==> src/rtl/fetch_pkg.sv <==
// Shared defaults and the buffered-instruction record for the fetch queue.
package fetch_pkg;

  localparam int unsigned FETCH_DEPTH    = 4;
  localparam logic [31:0] FETCH_RESET_PC = 32'h0000_0000;

  typedef struct packed {
    logic [31:0] pc;
    logic [31:0] instr;
  } fetch_entry_t;

endpackage

==> src/rtl/fetch_fifo.sv <==
// Synchronous FIFO of fetch entries with flush; the head is read straight out
// of the storage flops so it holds steady until popped.
module fetch_fifo
  import fetch_pkg::*;
#(
  parameter int DEPTH = FETCH_DEPTH
) (
  input  logic                     clk,
  input  logic                     rst,
  input  logic                     flush,
  input  logic                     push,
  input  fetch_entry_t             din,
  input  logic                     pop,
  output fetch_entry_t             dout,
  output logic [$clog2(DEPTH):0]   count
);

  localparam int AW = $clog2(DEPTH);
  localparam logic [AW:0] FULL = DEPTH[AW:0];

  fetch_entry_t   mem [DEPTH];
  logic [AW-1:0]  wr_ptr, rd_ptr;
  logic           do_push, do_pop;

  // A pop frees a slot in the same cycle, so push is allowed at full when popping.
  assign do_pop  = pop && (count != '0);
  assign do_push = push && ((count != FULL) || do_pop);
  assign dout    = mem[rd_ptr];

  // Storage, pointers and occupancy; flush drops everything at once.
  always_ff @(posedge clk or negedge rst) begin
    if (!rst) begin
      wr_ptr <= '0;
      rd_ptr <= '0;
      count  <= '0;
      for (int i = 0; i < DEPTH; i++) mem[i] <= '0;
    end else if (flush) begin
      wr_ptr <= '0;
      rd_ptr <= '0;
      count  <= '0;
    end else begin
      if (do_push) begin
        mem[wr_ptr] <= din;
        wr_ptr      <= wr_ptr + 1'b1;
      end
      if (do_pop) rd_ptr <= rd_ptr + 1'b1;
      case ({do_push, do_pop})
        2'b10:   count <= count + {{AW{1'b0}}, 1'b1};
        2'b01:   count <= count - {{AW{1'b0}}, 1'b1};
        default: ;
      endcase
    end
  end

endmodule

==> src/rtl/ifetch_queue.sv <==
// Instruction fetch queue: credit-limited sequential fetch into a small
// buffer, with redirect flushing and discard of stale in-flight responses.
module ifetch_queue
  import fetch_pkg::*;
#(
  parameter int          DEPTH    = FETCH_DEPTH,
  parameter logic [31:0] RESET_PC = FETCH_RESET_PC
) (
  input  logic        clk,
  input  logic        rst,
  output logic        imem_req_valid,
  input  logic        imem_req_ready,
  output logic [31:0] imem_req_addr,
  input  logic        imem_resp_valid,
  input  logic [31:0] imem_resp_data,
  input  logic        redirect_valid,
  input  logic [31:0] redirect_pc,
  output logic        inst_valid,
  input  logic        inst_ready,
  output logic [31:0] inst_pc,
  output logic [31:0] inst_data
);

  localparam int AW = $clog2(DEPTH);
  localparam logic [AW:0] CAP = DEPTH[AW:0];
  localparam logic [AW:0] ONE = {{AW{1'b0}}, 1'b1};

  logic [31:0]   fetch_pc;
  // Address of the next response that will be kept: responses return in
  // order, so one running pointer replaces a FIFO of outstanding addresses.
  logic [31:0]   resp_pc;
  logic [31:0]   redirect_aligned;
  logic [AW:0]   inflight, drop, fifo_count;
  logic [AW+1:0] credit_used;
  logic          req_fire, resp_ok, resp_keep;
  fetch_entry_t  wr_entry, head;

  assign redirect_aligned = redirect_pc & 32'hFFFF_FFFC;
  assign credit_used      = {1'b0, fifo_count} + {1'b0, inflight};

  // Buffered plus outstanding entries may never exceed the buffer depth.
  assign imem_req_valid = rst && !redirect_valid && (credit_used < {1'b0, CAP});
  assign imem_req_addr  = fetch_pc;
  assign req_fire       = imem_req_valid && imem_req_ready;

  // A response with nothing outstanding is illegal and is ignored.
  assign resp_ok   = imem_resp_valid && (inflight != '0);
  assign resp_keep = resp_ok && !redirect_valid && (drop == '0);

  assign wr_entry = '{pc: resp_pc, instr: imem_resp_data};

  fetch_fifo #(.DEPTH(DEPTH)) u_fifo (
    .clk   (clk),
    .rst   (rst),
    .flush (redirect_valid),
    .push  (resp_keep),
    .din   (wr_entry),
    .pop   (inst_ready),
    .dout  (head),
    .count (fifo_count)
  );

  assign inst_valid = (fifo_count != '0);
  assign inst_pc    = head.pc;
  assign inst_data  = head.instr;

  // Fetch/response pointers plus in-flight and to-be-dropped bookkeeping.
  always_ff @(posedge clk or negedge rst) begin
    if (!rst) begin
      fetch_pc <= {RESET_PC[31:2], 2'b00};
      resp_pc  <= {RESET_PC[31:2], 2'b00};
      inflight <= '0;
      drop     <= '0;
    end else if (redirect_valid) begin
      // No request this cycle; everything still outstanding becomes stale,
      // and a response arriving now is already discarded.
      fetch_pc <= redirect_aligned;
      resp_pc  <= redirect_aligned;
      inflight <= inflight - {{AW{1'b0}}, resp_ok};
      drop     <= inflight - {{AW{1'b0}}, resp_ok};
    end else begin
      if (req_fire)  fetch_pc <= fetch_pc + 32'd4;
      if (resp_keep) resp_pc  <= resp_pc + 32'd4;
      if (resp_ok && (drop != '0)) drop <= drop - ONE;
      case ({req_fire, resp_ok})
        2'b10:   inflight <= inflight + ONE;
        2'b01:   inflight <= inflight - ONE;
        default: ;
      endcase
    end
  end

endmodule

==> config.mk <==
export PLATFORM = sky130hd
export DESIGN_NAME = ifetch_queue
export DESIGN_NICKNAME = d
export VERILOG_FILES = /design/src/rtl/fetch_pkg.sv /design/src/rtl/fetch_fifo.sv /design/src/rtl/ifetch_queue.sv
export SDC_FILE = /design/constraint.sdc
export NUM_CORES = 1
export LEC_CHECK = 0
export BUFFER_PORTS_ARGS = -buffer_cell sky130_fd_sc_hd__buf_2
export CAP_MARGIN = 5
export CORE_MARGIN = 5
export CORE_UTILIZATION = 50
export CTS_CLUSTER_DIAMETER = 100
export CTS_CLUSTER_SIZE = 12
export DETAILED_ROUTE_END_ITERATION = 8
export PLACE_DENSITY = 0.67
export RECOVER_POWER = 50
export SLEW_MARGIN = 20
export SYNTH_ARGS = -nofsm -noshare
export SYNTH_HDL_FRONTEND = slang
export SYNTH_SLANG_ARGS = --single-unit
==> constraint.sdc <==
create_clock -name clk -period 3.9 [get_ports clk]
set_input_delay 0.39 -clock clk [delete_from_list [all_inputs] [get_ports clk]]
set_output_delay 0.39 -clock clk [all_outputs]
set_load 0.05 [all_outputs]
==> flow_summary_export.csv <==
group,metric,value,unit
critical_path,worstPathCellList,"inv_1 -> ha_1 -> nand2b_1 -> nor4_4 -> clkbuf_1 -> nand2_1 -> buf_12 -> mux2_2",
yosys,ys_warn_count,0,
yosys,synth-seq-cells,321,
final_layout,n_antenna_cell,0,
critical_path,endpoint,"u_fifo.mem[38]$_DFFE_PN0P_",
sta,slew_viol_final,137,
die,row_count,63,
clocking,numCtsBuffers,30,
yosys,ys_types,53,
critical_path,rrSetupSlack,0.64,ns
yosys,synth_edf_count,0,
sta,setup_ws,0.637,ns
grt,antenna_found_initial,1,
die,ios,168,
clocking,clockBufferDepth,3,
yosys,synth-simple-area-share,0.0693,
placed_design,gp_congestion,0.872,
grt,grt-ovfl-total,0,
clocking,cts_sinks,321,
critical_path,start_kind,"flop",
yosys,yosysTopAreaCell,"dfrtp_1",
sta,skew,0.0139,ns
pwr,p_per_area,679,nW/um^2
min_path,min_path_type,"primary input to flop",
critical_path,endpoint_kind,"flop",
final_layout,fillers,2419,
critical_path,cp-startpoint,"drop[0]$_DFFE_PN0P_",
clocking,ctsResizeCount,0,
final_layout,utilization,0.568,
yosys,avgSynthCellArea,13.9,sq um
clocking,clk_latency,0.55,ns
placed_design,dp_slack,1.04,ns
yosys,synth_compound_area_frac,0.0401,
outcome,violations,"max-capacitance violations, max-slew violations",
placed_design,hpwl,21500,microns
critical_path,cp_max_fo,43,
detailed_routing,vias,9307,
detailed_routing,drt_iter0_drc,623,
yosys,async_flop_share,1.00,
critical_path,cp.depth,8,
yosys,yosysMostFrequentCell,"dfrtp_1",
sta,worst_slew_pin_slew,1.73,ns
critical_path,slowest_stage,"nand2_1",
placed_design,port-buffer-count,161,
detailed_routing,routed_wirelength,32800,microns
run,maxCapViolations,2,
die,core,29700,sq um
detailed_routing,via_per_inst,5.75,
yosys,synth_flop_cell,"dfrtp_1",
final_layout,area_delta_synth_final,11.8,%
critical_path,cp_data_required_time,4.32,ns
yosys,synth_common_cells,"dfrtp_1, mux2_2, mux4_2",
clocking,cts_max_level,1,
critical_path,crit_family,"simple AND/OR/NAND/NOR gates",
critical_path,worst_ep_arrival_time,3.68,ns
grt,grt_max_degree,77,
pwr,p_leak,7.80,nW
die,die_h,184,microns
sta,setup-violations-final,0,
final_layout,ff_latch_area,8040,sq um
die,die_area,33800,sq um
pwr,ir_drop,0.338,mV
critical_path,reg2reg_from,"drop[0]$_DFFE_PN0P_",
sta,clock.fmax,0.306,GHz
die,die_x,184,microns
final_layout,nNetsFinal,1311,
grt,track_usage,0.197,
final_layout,multi_input_area,6560,sq um
detailed_routing,first_pass_iters,4,
yosys,synth-seq-area-share,0.532,
detailed_routing,wl_per_cell,20.3,microns
yosys,yosysTopAreaCellShare,0.532,
yosys,synth_top_family_by_area,"multiplexers",
grt,grt_pass1_wl,54200,microns
detailed_routing,ant_nets,0,
yosys,ys_top_cells_by_area,"dfrtp_1, mux2_2, mux4_2",
yosys,synthAdderAreaFrac,0.0126,
critical_path,ff2ff_path_depth,8,
die,initial_core_util,0.508,
sta,finalCriticalPeriod,3.26,ns
grt,grt_pass1_vias,9908,
outcome,status,"finished with violations",
clocking,root_buffer,"clkbuf_16",
critical_path,critical_path_class,"flop to flop",
critical_path,crit_buf_inv,3,
sta,hold_ws,0.0708,ns
yosys,synth.cell_area,15100,sq um
sta,max-slew-margin-rel,-0.152,
critical_path,r2r-end,"u_fifo.mem[38]$_DFFE_PN0P_",
clocking,cts.reportedPaths.clkPinSlew,0.06,ns
critical_path,max_stage_delay,0.80,ns
sta,final_hold_viol_count,0,
sta,rsz0062_at_grt,"false",
yosys,synthCells,1083,
yosys,synthMuxAreaShare,0.285,
sta,fin_tns_setup,0,ns
clocking,post_cts_buffers,0,
sta,period_share,0.837,
yosys,synth_xor_area_frac,0.0255,
final_layout,layout-drive-gt1-share,0.415,
clocking,cts_tree,"done",
detailed_routing,drcViolationCount,0,
[what timing repair did]
action / in CTS / in global routing
hold endpoints to repair: 42 / 0
hold buffers: 1 / 0
endpoints found under the setup margin: 0 / 0
[per-layer routing]
layer	global-route usage	up-vias	routed length, microns
li1	-	4254	-
met1	0.294	4789	15300
met2	0.310	224	15300
met3	0.0309	38	1660
met4	0.0376	2	539
met5	0	-	13
[area by class of cell]
| type | count | area share |
|---|---|---|
| Sequential cell | 321 | 0.476 |
| Multi-Input combinational cell | 679 | 0.388 |
| Timing Repair Buffer | 183 | 0.0575 |
| Clock buffer | 32 | 0.0462 |
| Tap cell | 390 | 0.0289 |
| Inverter | 12 | 0.00267 |
| Clock inverter | 1 | 0.000296 |
[power breakdown]
part | total [W] | internal (W) | switching (W)
combinational | 0.00443 | 0.00160 | 0.00283
clock | 0.00255 | 0.00139 | 0.00116
sequential | 0.00448 | 0.00396 | 0.000523
total | 0.0115 | 0.00695 | 0.00451
[placed cells by master, fill, tap and decap left out, types with 5 or more instances in the layout]
cell,count
o21ai_0,45
and3_1,7
o211ai_1,12
buf_2,129
nand4_1,20
clkbuf_16,31
or3_1,8
dfrtp_1,320
inv_1,12
clkbuf_1,35
nand2_1,58
mux2_2,255
mux4_2,62
nor2_1,28
a31oi_1,8
ha_1,12
nand2b_1,5
nand3_1,32
o311ai_0,5
a21oi_1,9
buf_4,13
nor3_1,11
xor2_1,19
nor4_1,7
xnor2_1,25
[kinds of logic after synthesis]
kind of cell / count (synthesis)
muxes: 321
DFF: 321
and+or+nand+nor: 199
AOI/OAI and AO/OA: 97
buffers and inverters: 86
xor gates and xnor gates: 44
adders and majority gates: 14
other: 1
[flip-flops by register name, summed over array words and instances (netlist names)]
name	flops
u_fifo.rd_ptr	2
u_fifo.count	3
inflight	3
u_fifo.mem	248
imem_req_addr	30
resp_pc	30
u_fifo.wr_ptr	2
drop	3
[stage by stage]
stage / power [W] / instance area, sq um / std cells
6_report: 0.0115 / 16900 / 1618
5_1_grt: 0.0121 / 16900 / 1618
4_1_cts: 0.0116 / 17000 / 1618
3_5_place_dp: 0.00905 / 16200 / 1584
3_3_place_gp: 0.00896 / 16200 / 1584
2_1_floorplan: 0.00796 / 15100 / 1086
[worst reg2reg max path: cells and delay by family (launching register included)]
family	cells	cell delay, ns
buffers and inverters	3	1.03
flip-flops	1	0.35
AND/OR/NAND/NOR	3	1.26
multiplexers	1	0.33
adder cells (fa/ha/maj)	1	0.17
[how the worst min path moves through the flow]
stage                                            from                             to  slack [ns]  cells past startpoint
after global routing                  redirect_pc[29]  imem_req_addr[29]$_DFFE_PN0N_        0.08                      3
after CTS                             redirect_pc[29]  imem_req_addr[29]$_DFFE_PN0N_        0.05                      3
after global placement    u_fifo.mem[251]$_DFFE_PN0P_    u_fifo.mem[251]$_DFFE_PN0P_        0.46                      2
after floorplan                                   rst            drop[0]$_DFFE_PN0P_        0.09                      0
final                                 redirect_pc[29]  imem_req_addr[29]$_DFFE_PN0N_        0.07                      3
after detailed placement   u_fifo.mem[63]$_DFFE_PN0P_     u_fifo.mem[63]$_DFFE_PN0P_        0.47                      2
No activity file was read; power rests on OpenSTA's default activity.
